`src/rtl/instruction_fetch.sv`:
```
// Instruction fetch unit: holds the program counter, issues one read to
// instruction memory per PC value and keeps the returned word registered
// for the decode stage. A wait counter flags memory that never answers.
//
// state | meaning
// ------+----------------------------------------------------------------
// FETCH | imem_req high at address PC, waiting for imem_ack
// HOLD  | instruction valid for PC; waiting for PCWre to select a new PC
module instruction_fetch #(
  parameter logic [31:0] RESET_PC   = 32'h0000_0000,
  parameter logic [7:0]  WAIT_LIMIT = 8'd255
) (
  input  logic        CLK,
  input  logic        Reset,
  input  logic        PCWre,
  input  logic [1:0]  PCSrc,
  input  logic [15:0] immediate,
  input  logic [25:0] addr,
  output logic        imem_req,
  output logic [31:0] imem_addr,
  input  logic        imem_ack,
  input  logic [31:0] imem_rdata,
  output logic [31:0] instruction,
  output logic        inst_valid,
  output logic [31:0] PC,
  output logic [31:0] PC4,
  output logic        fetch_err
);

  typedef enum logic {
    ST_FETCH = 1'b0,
    ST_HOLD  = 1'b1
  } state_t;

  state_t      state_q, state_d;
  logic [31:0] pc_q, pc_d;
  logic [31:0] instr_q, instr_d;
  logic        valid_q, valid_d;
  logic        err_q, err_d;
  logic        req_q, req_d;
  logic [7:0]  wait_cnt_q, wait_cnt_d;

  logic [31:0] pc_plus4;
  logic [31:0] branch_off;
  logic [31:0] next_raw;
  logic [31:0] next_pc;
  logic [8:0]  wait_sum;

  // Next-PC selection; all sums wrap modulo 2^32 and the result is word aligned.
  always_comb begin
    pc_plus4   = pc_q + 32'd4;
    branch_off = {{14{immediate[15]}}, immediate, 2'b00};
    next_raw   = pc_plus4;
    case (PCSrc)
      2'b00:   next_raw = pc_plus4;
      2'b01:   next_raw = pc_plus4 + branch_off;
      2'b10:   next_raw = {pc_plus4[31:28], addr, 2'b00};
      default: next_raw = pc_q;
    endcase
    next_pc = next_raw & 32'hFFFF_FFFC;
  end

  // FSM next-state and datapath update. The request flop is low straight
  // out of reset, so an ack that arrives before the first request is never
  // taken as a response; the wait counter only runs while a request is out.
  always_comb begin
    state_d    = state_q;
    pc_d       = pc_q;
    instr_d    = instr_q;
    valid_d    = valid_q;
    err_d      = err_q;
    req_d      = req_q;
    wait_cnt_d = wait_cnt_q;
    wait_sum   = {1'b0, wait_cnt_q} + 9'd1;

    case (state_q)
      ST_FETCH: begin
        if (req_q) begin
          // This cycle counts toward the limit even if ack arrives in it.
          if (wait_sum >= {1'b0, WAIT_LIMIT}) begin
            err_d = 1'b1;
          end
          if (imem_ack) begin
            instr_d    = imem_rdata;
            valid_d    = 1'b1;
            req_d      = 1'b0;
            wait_cnt_d = 8'd0;
            state_d    = ST_HOLD;
          end else if (wait_cnt_q != 8'hFF) begin
            wait_cnt_d = wait_cnt_q + 8'd1;
          end
        end else begin
          req_d      = 1'b1;
          wait_cnt_d = 8'd0;
        end
      end

      ST_HOLD: begin
        req_d      = 1'b0;
        wait_cnt_d = 8'd0;
        if (PCWre && (PCSrc != 2'b11)) begin
          pc_d    = next_pc;
          valid_d = 1'b0;
          req_d   = 1'b1;
          state_d = ST_FETCH;
        end
      end

      default: begin
        state_d    = ST_FETCH;
        req_d      = 1'b0;
        wait_cnt_d = 8'd0;
      end
    endcase
  end

  // State and output registers; reset forces the idle values without a clock.
  always_ff @(posedge CLK or negedge Reset) begin
    if (!Reset) begin
      state_q    <= ST_FETCH;
      pc_q       <= RESET_PC;
      instr_q    <= 32'h0;
      valid_q    <= 1'b0;
      err_q      <= 1'b0;
      req_q      <= 1'b0;
      wait_cnt_q <= 8'd0;
    end else begin
      state_q    <= state_d;
      pc_q       <= pc_d;
      instr_q    <= instr_d;
      valid_q    <= valid_d;
      err_q      <= err_d;
      req_q      <= req_d;
      wait_cnt_q <= wait_cnt_d;
    end
  end

  assign imem_req    = req_q;
  assign imem_addr   = pc_q;
  assign instruction = instr_q;
  assign inst_valid  = valid_q;
  assign PC          = pc_q;
  assign PC4         = pc_plus4;
  assign fetch_err   = err_q;

endmodule

```
`config.mk`:
```
export PLATFORM = sky130hd
export DESIGN_NAME = instruction_fetch
export DESIGN_NICKNAME = d
export VERILOG_FILES = /design/src/rtl/instruction_fetch.sv
export SDC_FILE = /design/constraint.sdc
export NUM_CORES = 1
export LEC_CHECK = 0
export ABC_CLOCK_PERIOD_IN_PS = 3900
export BUFFER_PORTS_ARGS = -buffer_cell sky130_fd_sc_hd__buf_2
export CORE_ASPECT_RATIO = 0.5
export CORE_MARGIN = 4
export CORE_UTILIZATION = 28
export DETAILED_ROUTE_END_ITERATION = 6
export SLEW_MARGIN = 20
export SYNTH_ARGS = -nofsm -noshare
export SYNTH_HDL_FRONTEND = slang
export SYNTH_SLANG_ARGS = --single-unit
```
`constraint.sdc`:
```
create_clock -name CLK -period 3.9 [get_ports CLK]
set_input_delay 0.39 -clock CLK [delete_from_list [all_inputs] [get_ports CLK]]
set_output_delay 0.39 -clock CLK [all_outputs]
set_load 0.005 [all_outputs]
```
# [Word-level counts from Yosys, hierarchy flattened]
# Cells that the tools add are included.
[classes] reduce_logical=7 div_mod_pow=0 add_sub_neg=4 mux=17 n_mul=0 bitwise=1 n_shift=0 magnitude_cmp=1 n_eq_ne=8
[op_table] cell="case mux 32 bit (3 select lines)" count=1
[op_table] cell="adder 32 x 3 -> 32 bit (second input constant)" count=1
[op_table] cell="adder 32 bit" count=1
[op_table] cell="2-to-1 mux 8 bit" count=3
[op_table] cell="case mux 8 bit (2 select lines)" count=1
[op_table] cell="AND reduction 3 bit" count=4
[op_table] cell="adder 8 x 1 -> 9 bit (second input constant)" count=1
[op_table] cell=">= comparator 9 x 8 -> 1 bit (second input constant)" count=1
[op_table] cell="2-to-1 mux 1 bit" count=9
[op_table] cell="adder 8 x 1 -> 8 bit (second input constant)" count=1
[op_table] cell="inequality test 8 bit (second input constant)" count=1
[op_table] cell="inequality test 2 bit (second input constant)" count=3
[op_table] cell="case mux 1 bit (2 select lines)" count=3
[op_table] cell="inequality test 4 bit (second input constant)" count=1
[op_table] cell="nonzero test 3 bit" count=1
[op_table] cell="== test 2 x 1 -> 1 bit (second input constant)" count=1
[op_table] cell="== test 2 bit (second input constant)" count=1
[op_table] cell="logical NOT 2 bit" count=1
[op_table] cell="inequality test 2 x 1 -> 1 bit (second input constant)" count=1
[op_table] cell="logical AND 1 bit" count=1
[op_table] cell="inverter 1 bit" count=1
[word_totals] latchBits=0 romBits=0 out_inout_bits=131 wordCells=45 ram_bits=0 n_memories=0 reg_bits=74

# [Longest topological paths before layout]
# Gate-level depths: netlist (run 1).
[depth] depth_word=5 depth_mapped=16

# [Least setup slack after synthesis (run 1)]
# No wires, ideal clock.
[synth_path] kind="register -> register" startpoint="register pc_q[2] (netlist: PC[2])" endpoint="register pc_q[20] (netlist: PC[20])" period_less_slack_ns=3.621 slack_ns=0.279 path_stages_with_launch=16 setup_time_ns=0.131 required_ns=3.769 arrival_time_ns=3.490 cell_sequence="dfrtp_1 > ha_1 > nand4_1 > nor2_1 > nand2_1 > nor2_1 > nand3_1 > xnor2_1 > ha_1 > and2_1 > a2111o_1 > o21ai_0 > a21oi_1 > a21oi_1 > nor4bb_1 > or3b_1"
[synth_between] elab_chain_cells=3
[synth_lines] element="start, declared" line_no="36" text="logic [31:0] pc_q, pc_d;"
[synth_lines] element="start signal, assigned" line_no="129" text="pc_q <= pc_d;"
[synth_lines] element="adder 32 x 3 -> 32 bit" line_no="51" text="pc_plus4 = pc_q + 32'd4;"
[synth_lines] element="via PC4[14]" line_no="26" text="output logic [31:0] PC4,"
[synth_lines] element="adder 32 bit" line_no="56" text="2'b01: next_raw = pc_plus4 + branch_off;"
[synth_lines] element="case mux 32 bit (3 select lines)" line_no="54" text="case (PCSrc)"
# The timed path passes the listed nets, and every way through them passes these cells.
# A chain may end at the register's enable or synchronous reset.

# [Final worst setup path (run 1)]
[layout_path] startpoint="register pc_q[14] (netlist: PC[14])" endpoint="register pc_q[31] (netlist: PC[31])"
[layout_between] elab_chain_cells=3
[layout_lines] element="adder 32 x 3 -> 32 bit (*)" line_no="51"
[layout_lines] element="adder 32 bit" line_no="56"
[layout_lines] element="case mux 32 bit (3 select lines) (*)" line_no="54"
# Mark *: on every way between the ends. The rest lies on a longest branch, timed or not.

==> impl_metrics.ini, run 1 <==
[floorplanning]
std_cell_rows = 37
dieWidth_um = 216
core_area_mm2 = 0.0209
io_pins = 211
die_area_mm2 = 0.0243
die_y_um = 112
initial_core_util = 0.291

[critical_path]
crit_arrival_ns = 3.98
critPathKind = flip-flop to flip-flop
reg2regPathDepth = 15
critPathCaptureType = flip-flop
path_max_fanout = 7
cp-start-kind = flip-flop
crit_required_ns = 4.19

[global_route]
grt_pass1_vias = 5938
overflow = 0
grt_max_degree = 47
grt_use_total = 0.169
antenna_found_initial = 2
grt_pass1_wl_um = 32700

[cells_and_area]
fill_cells = 2175
drive_gt1_frac = 0.355
instances_no_fill = 1182
stdcell_area_mm2 = 0.00775
fin_nets = 1008
syn2layout_area_growth_pct = 27.4

[synth]
ys_seq_elements = 74
synthArstFlopShare = 1.00
synth_fa_ha_area_frac = 0.0938
ys_types = 76
synth_area_per_cell_um2 = 8.83
synth_seq_area_share = 0.304
yosys_warnings = 0
synth_top_family_by_area = compound AO/OA/AOI/OAI gates
synthCells = 689
synth-simple-area-share = 0.170
synth.area.mux_share = 0.0765
synth_edf_count = 0
synth_compound_area_frac = 0.206
synth_xor_xnor_area_share = 0.0789
ys.flop_type = dfrtp_1
synth.cell_area_mm2 = 0.00609

[placement]
io_buffers = 204
placed_cell_area_mm2 = 0.00739
pre_cts_ws_ns = 0.119
dp_cells = 1164
place_congestion = 0.920
place.detailed.hpwl_um = 16000

[sta]
slew_viol_final = 0
fin_crit_sh = 0.946
final-hold-violation-count = 0
fin_skew_ns = 0.00774
min_period_ns = 3.69
worst_slew_pin_slew_ns = 0.826
hold_slack_ns = 0.0723
setup_viol = 0
fin_ws_ns = 0.210
clock.fmax_mhz = 271
max-slew-margin-rel = 0.449

[pwr]
power.static_leakage_nw = 3.68
peakVddDrop_mv = 0.232
fin_total_pwr_mw = 5.72
p_per_area_mw_per_mm2 = 738

[clocking]
clock-sinks = 74
cts_setup_buffers = 0
htreeDepth = 3
cts_tree = done
cts-root-buf = clkbuf_16
worstSkewPairLatency_ns = 0.35
path_clk_slew_ns = 0.06
cts-buffers-inserted = 9
cts_buffer_depth = 2

[detailed_routing]
vias = 5964
drtIter0Drc = 352
vias_per_cell = 5.05
drc = 0
wl_per_cell_um = 17.8
wl_um = 21000
drtPass1Iterations = 5
ant_nets = 0

[flow_run]
maxCapViolCount = 0

[hold_path]
hp-class = input port to async pin

[outcome]
status = finished, final reports clean
## state kept, by name, indices dropped and copies added, names as in the netlist
signal       count
instruction     32
wait_cnt_q       8
PC              30
imem_req         1
fetch_err        1
state_q          1
inst_valid       1
## synth_stat cells, types with 3 or more instances
| cell type | n | share of area |
|---|---|---|
| a21oi_1 | 57 | 0.047 |
| nand3_1 | 24 | 0.020 |
| buf_4 | 36 | 0.044 |
| mux2_2 | 36 | 0.067 |
| buf_1 | 5 | 0.0031 |
| or3_1 | 3 | 0.0031 |
| nand4_1 | 10 | 0.010 |
| nor3_1 | 16 | 0.013 |
| nor2_1 | 50 | 0.031 |
| mux2i_1 | 6 | 0.0099 |
| o211ai_1 | 4 | 0.0049 |
| a21boi_0 | 4 | 0.0049 |
| a22oi_1 | 4 | 0.0049 |
| o21bai_1 | 4 | 0.0049 |
| inv_1 | 15 | 0.0093 |
| o22ai_1 | 5 | 0.0051 |
| a221oi_1 | 9 | 0.013 |
| clkbuf_1 | 15 | 0.0093 |
| a31o_2 | 3 | 0.0043 |
| ha_1 | 44 | 0.090 |
| xnor2_1 | 33 | 0.047 |
| nor4_1 | 3 | 0.0031 |
| nand2b_1 | 6 | 0.0062 |
| xor2_1 | 20 | 0.029 |
| buf_2 | 4 | 0.0033 |
| and3_1 | 5 | 0.0051 |
| o21ai_0 | 38 | 0.031 |
| a31oi_1 | 7 | 0.0072 |
| o21a_1 | 4 | 0.0049 |
| o31ai_1 | 7 | 0.0086 |
| a221o_1 | 3 | 0.0049 |
| nand2_1 | 55 | 0.034 |
| dfrtp_1 | 74 | 0.30 |
| nor2b_1 | 9 | 0.0093 |
| a211oi_1 | 6 | 0.0074 |
| and2_1 | 6 | 0.0062 |
| a21o_1 | 11 | 0.014 |
## critical path: stages (launching register included)
cell     delay [ns]
dfrtp_1        0.46
nand4_1        0.22
nor2_1         0.22
buf_4          0.20
and3_1         0.25
nand3_1        0.18
xnor2_2        0.20
ha_1           0.37
a21o_1         0.21
a21o_1         0.18
a21oi_1        0.17
o211a_1        0.17
nor3_1         0.06
or3b_1         0.37
a41oi_1        0.21
a311o_1        0.15
## final cells by class
class / count / area (um^2) / share of cell area
diodes: 2 / 5.00 / 0.000645
flip-flops and latches: 74 / 1850 / 0.239
clock inverters: 5 / 85.1 / 0.0110
clock buffers: 11 / 253 / 0.0326
multi-input cells: 544 / 3850 / 0.497
inverters: 16 / 60.1 / 0.00774
repair buffers: 238 / 1280 / 0.165
well taps: 292 / 365 / 0.0471
## final timing paths
check | start | end | slack (ns)
worst max-delay path | PC[14] | PC[31] | 0.21
worst min-delay path | Reset | instruction[13] | 0.07
worst max register to register | PC[14] | PC[31] | 0.21
worst min register to register | fetch_err | fetch_err | 0.48
max in group asynchronous | Reset | instruction[12] | 2.96
min in group CLK | imem_ack | wait_cnt_q[7] | 0.23
## power breakdown
group / internal, mW / switching (mW) / total (mW)
Clock: 0.599 / 0.355 / 0.954
Combinational: 1.57 / 1.80 / 3.37
Sequential: 1.10 / 0.303 / 1.40
## placed cells by master, fill, tap and decap left out, drive strengths merged, types with 17 or more instances in the layout
cell | synthesis | final
ha | 44 | 44
a21oi | 57 | 57
dfrtp | 74 | 74
xnor2 | 34 | 34
buf | 45 | 238
nand2 | 56 | 56
o21ai | 39 | 39
nor2 | 50 | 50
nor3 | 18 | 18
inv | 16 | 17
mux2 | 36 | 36
nand3 | 25 | 25
xor2 | 20 | 20
## logic make-up (layout without fill, tap and decap cells)
logic type                 Yosys count  count (layout)
other                                1               8
AOI/OAI and AO/OA                  191             191
xor gates and xnor gates            54              54
buffers and inverters               76             270
adders and majority gates           45              45
muxes                               42              42
DFF                                 74              74
and+or+nand+nor                    206             206
## timing repair
item | CTS | global route
endpoints found under the setup margin | 0 | 10
gates resized for setup | 0 | 6
hold buffers | 0 | 0
## metrics by stage
| stage | util | TNS (ns) |
|---|---|---|
| floorplan | - | 0 |
| global placement | 0.353 | 0 |
| detailed placement | 0.353 | 0 |
| CTS | 0.369 | 0 |
| global route | 0.371 | -0.0144 |
| finish | 0.371 | 0 |
## routing by layer
metal	vias up	part of all wire	track usage
met4	0	0.034	0.0716
met1	2872	0.42	0.207
met3	40	0.050	0.0306
met2	182	0.49	0.294
li1	2870	-	-
met5	-	0	0
Note: power is estimated with default switching activity, not from simulation.
==> run 2: changes to the inputs <==
ABC_AREA = 1   (was default)
==> run 2 against run 1 <==
Effect of this change:
- routed wire length increased by 16%
- non-clock buffer count decreased by 28
- sequential power up 4%
- via count rose by 22%
- cell count up 37%
- utilization fell by 2.3 points
- critical endpoint is now PC[13]
- area after synthesis increased by 14%
- critical path type unchanged
- combinational power is 7.4% higher
- first-iteration DRC count increased by 41%
==> impl_metrics.ini, run 2 <==
[outcome]
status = finished, final reports clean

[sta]
fin_setup_tns_ns = 0
max-slew-margin-rel = 0.338
setup_viol = 0
slew_viol_final = 0
fin_crit_sh = 0.876
worst_slew_pin_slew_ns = 0.991
clock.fmax_mhz = 293
final-hold-violation-count = 0
rsz0062_at_grt = false
hold_slack_ns = 0.203
min_period_ns = 3.42
fin_skew_ns = 0.00485

[synth]
synthArstFlopShare = 1.00
yosysMostFrequentCell = nand2_1
yosys.area.top_type_share = 0.267
ys_seq_elements = 74
synth_area_per_cell_um2 = 6.24
synth_edf_count = 0
synthCells = 1110
netlist_top_cells_count = nand2_1, inv_1, a21oi_1, nor2_1, dfrtp_1
ys_types = 42
synth.area.top_cells = dfrtp_1, nand2_1, ha_1
synth.cell_area_mm2 = 0.00693
ys.flop_type = dfrtp_1
yosysTopAreaCell = dfrtp_1
synth_seq_area_share = 0.267
yosys_warnings = 0

[pwr]
peakVddDrop_mv = 0.229
power.static_leakage_nw = 4.73
fin_total_pwr_mw = 5.99
p_per_area_mw_per_mm2 = 712

[cells_and_area]
seqCellArea_mm2 = 0.00185
largest_reg_flops = 32
layout_commonest_cell = nand2_1
mostFrequentLayoutCells = nand2_1, buf_2, inv_1
stdcell_area_mm2 = 0.00841
fin_nets = 1403
fill_cells = 2680
n_antenna_cell = 0
syn2layout_area_growth_pct = 21.4
multiInputGateArea_mm2 = 0.00418
drive_gt1_frac = 0.215

[critical_path]
cp_slowest_cell = dfrtp_1
crit_arrival_ns = 3.67
r2r_slack_ns = 0.48
crit_chain = ha_1 > inv_1 > nor3_4 > nand2_1 > xor2_1 > inv_1 > ha_1 > nand2_1 > nand2_1 > a21oi_1 > nand3_1 > nand2_1 > nand2_1 > o21ai_0 > nand3_1 > o21ai_0
critPathCaptureType = flip-flop
crit_required_ns = 4.15
cpPeakStageDelay_ns = 0.49
cp_common_cell = nand2_1
cp-start-kind = flip-flop
critPathKind = flip-flop to flip-flop
path_buf_inv = 2
r2r_end = PC[13]
reg2regPathDepth = 16
crit_family = simple AND/OR/NAND/NOR gates
r2r_start = PC[2]
path_max_fanout = 5

[detailed_routing]
wl_per_cell_um = 15.0
vias = 7295
drtPass1Iterations = 5
ant_nets = 0
wl_um = 24300
drtIter0Drc = 498
drc = 0
vias_per_cell = 4.51

[clocking]
ctsHoldBuffers = 0
cts-root-buf = clkbuf_16
cts_setup_buffers = 0
cts-buffers-inserted = 9
path_clk_slew_ns = 0.06
cts_resized = 0
htreeDepth = 3
cts_buffer_depth = 2
clock-sinks = 74
worstSkewPairLatency_ns = 0.34
cts_tree = done

[placement]
place_congestion = 0.969
place.detailed.hpwl_um = 20200
io_buffers = 204
placed_cell_area_mm2 = 0.00808

[floorplanning]
std_cell_rows = 40
initial_core_util = 0.286
core_area_mm2 = 0.0242
dieWidth_um = 230
io_pins = 211
die_area_mm2 = 0.0275
die_y_um = 119

[global_route]
grt_pass1_wl_um = 37700
grt_pass1_vias = 6931
overflow = 0
grt_max_degree = 75
grt_use_total = 0.174
antenna_found_initial = 0

[hold_path]
hp-class = input port to async pin

[flow_run]
maxCapViolCount = 0
## run 2: cell count changes after synthesis, sizes merged, moves of 26 or more
cell / delta
nand3: +35
nand2: +370
nor2: +47
inv: +133
mux2: -36
xnor2: -26
a21oi: +28
## run 2: area by class of cell
cell class | instances | area share
well taps | 336 | 0.0500
repair buffers | 210 | 0.127
multi-input cells | 833 | 0.497
clock inverters | 7 | 0.0121
clock buffers | 9 | 0.0268
flip-flops and latches | 74 | 0.220
inverters | 150 | 0.0670
## run 2: report_power, final
part	switching [mW]	internal, mW	total, mW
Combinational	2.30	1.33	3.62
Sequential	0.360	1.09	1.45
Clock	0.351	0.566	0.917
Total	3.01	2.98	5.99
## run 2: worst max-delay path by stage
stage / startpoint / end / slack (ns) / depth (start not counted)
after floorplan: PC[2] / PC[24] / 1.25 / 19
after global placement: PC[2] / PC[13] / 0.49 / 16
after detailed placement: PC[2] / PC[13] / 0.55 / 16
after CTS: PC[2] / PC[13] / 0.51 / 16
after global routing: PC[2] / PC[27] / 0.21 / 20
final: PC[2] / PC[13] / 0.48 / 16
## run 2: kinds of logic (layout without fill, tap and decap cells)
kind of cell,after synthesis,in the layout,share of synthesized area
and+or+nand+nor,624,624,0.382
AOI/OAI and AO/OA,134,134,0.105
DFF,74,74,0.267
xor gates and xnor gates,24,24,0.0304
buffers and inverters,208,376,0.132
adders and majority gates,45,45,0.0824
other,1,6,0.000541
## run 2: metrics by stage
| stage | util | cells | setup WS (ns) |
|---|---|---|---|
| 2_1_floorplan | - | 1115 | 1.25 |
| 3_3_place_gp | 0.334 | 1603 | 0.490 |
| 3_5_place_dp | 0.334 | 1603 | 0.553 |
| 4_1_cts | 0.348 | 1619 | 0.507 |
| 5_1_grt | 0.348 | 1619 | 0.206 |
| 6_report | 0.348 | 1619 | 0.483 |
## run 2: routing by layer
| layer | wire length (um) | global-route usage | vias up |
|---|---|---|---|
| met5 | 0 | 0 | - |
| met4 | 992 | 0.0770 | 0 |
| met3 | 1320 | 0.0325 | 44 |
| li1 | - | - | 3765 |
| met1 | 10600 | 0.221 | 3261 |
| met2 | 11400 | 0.290 | 225 |
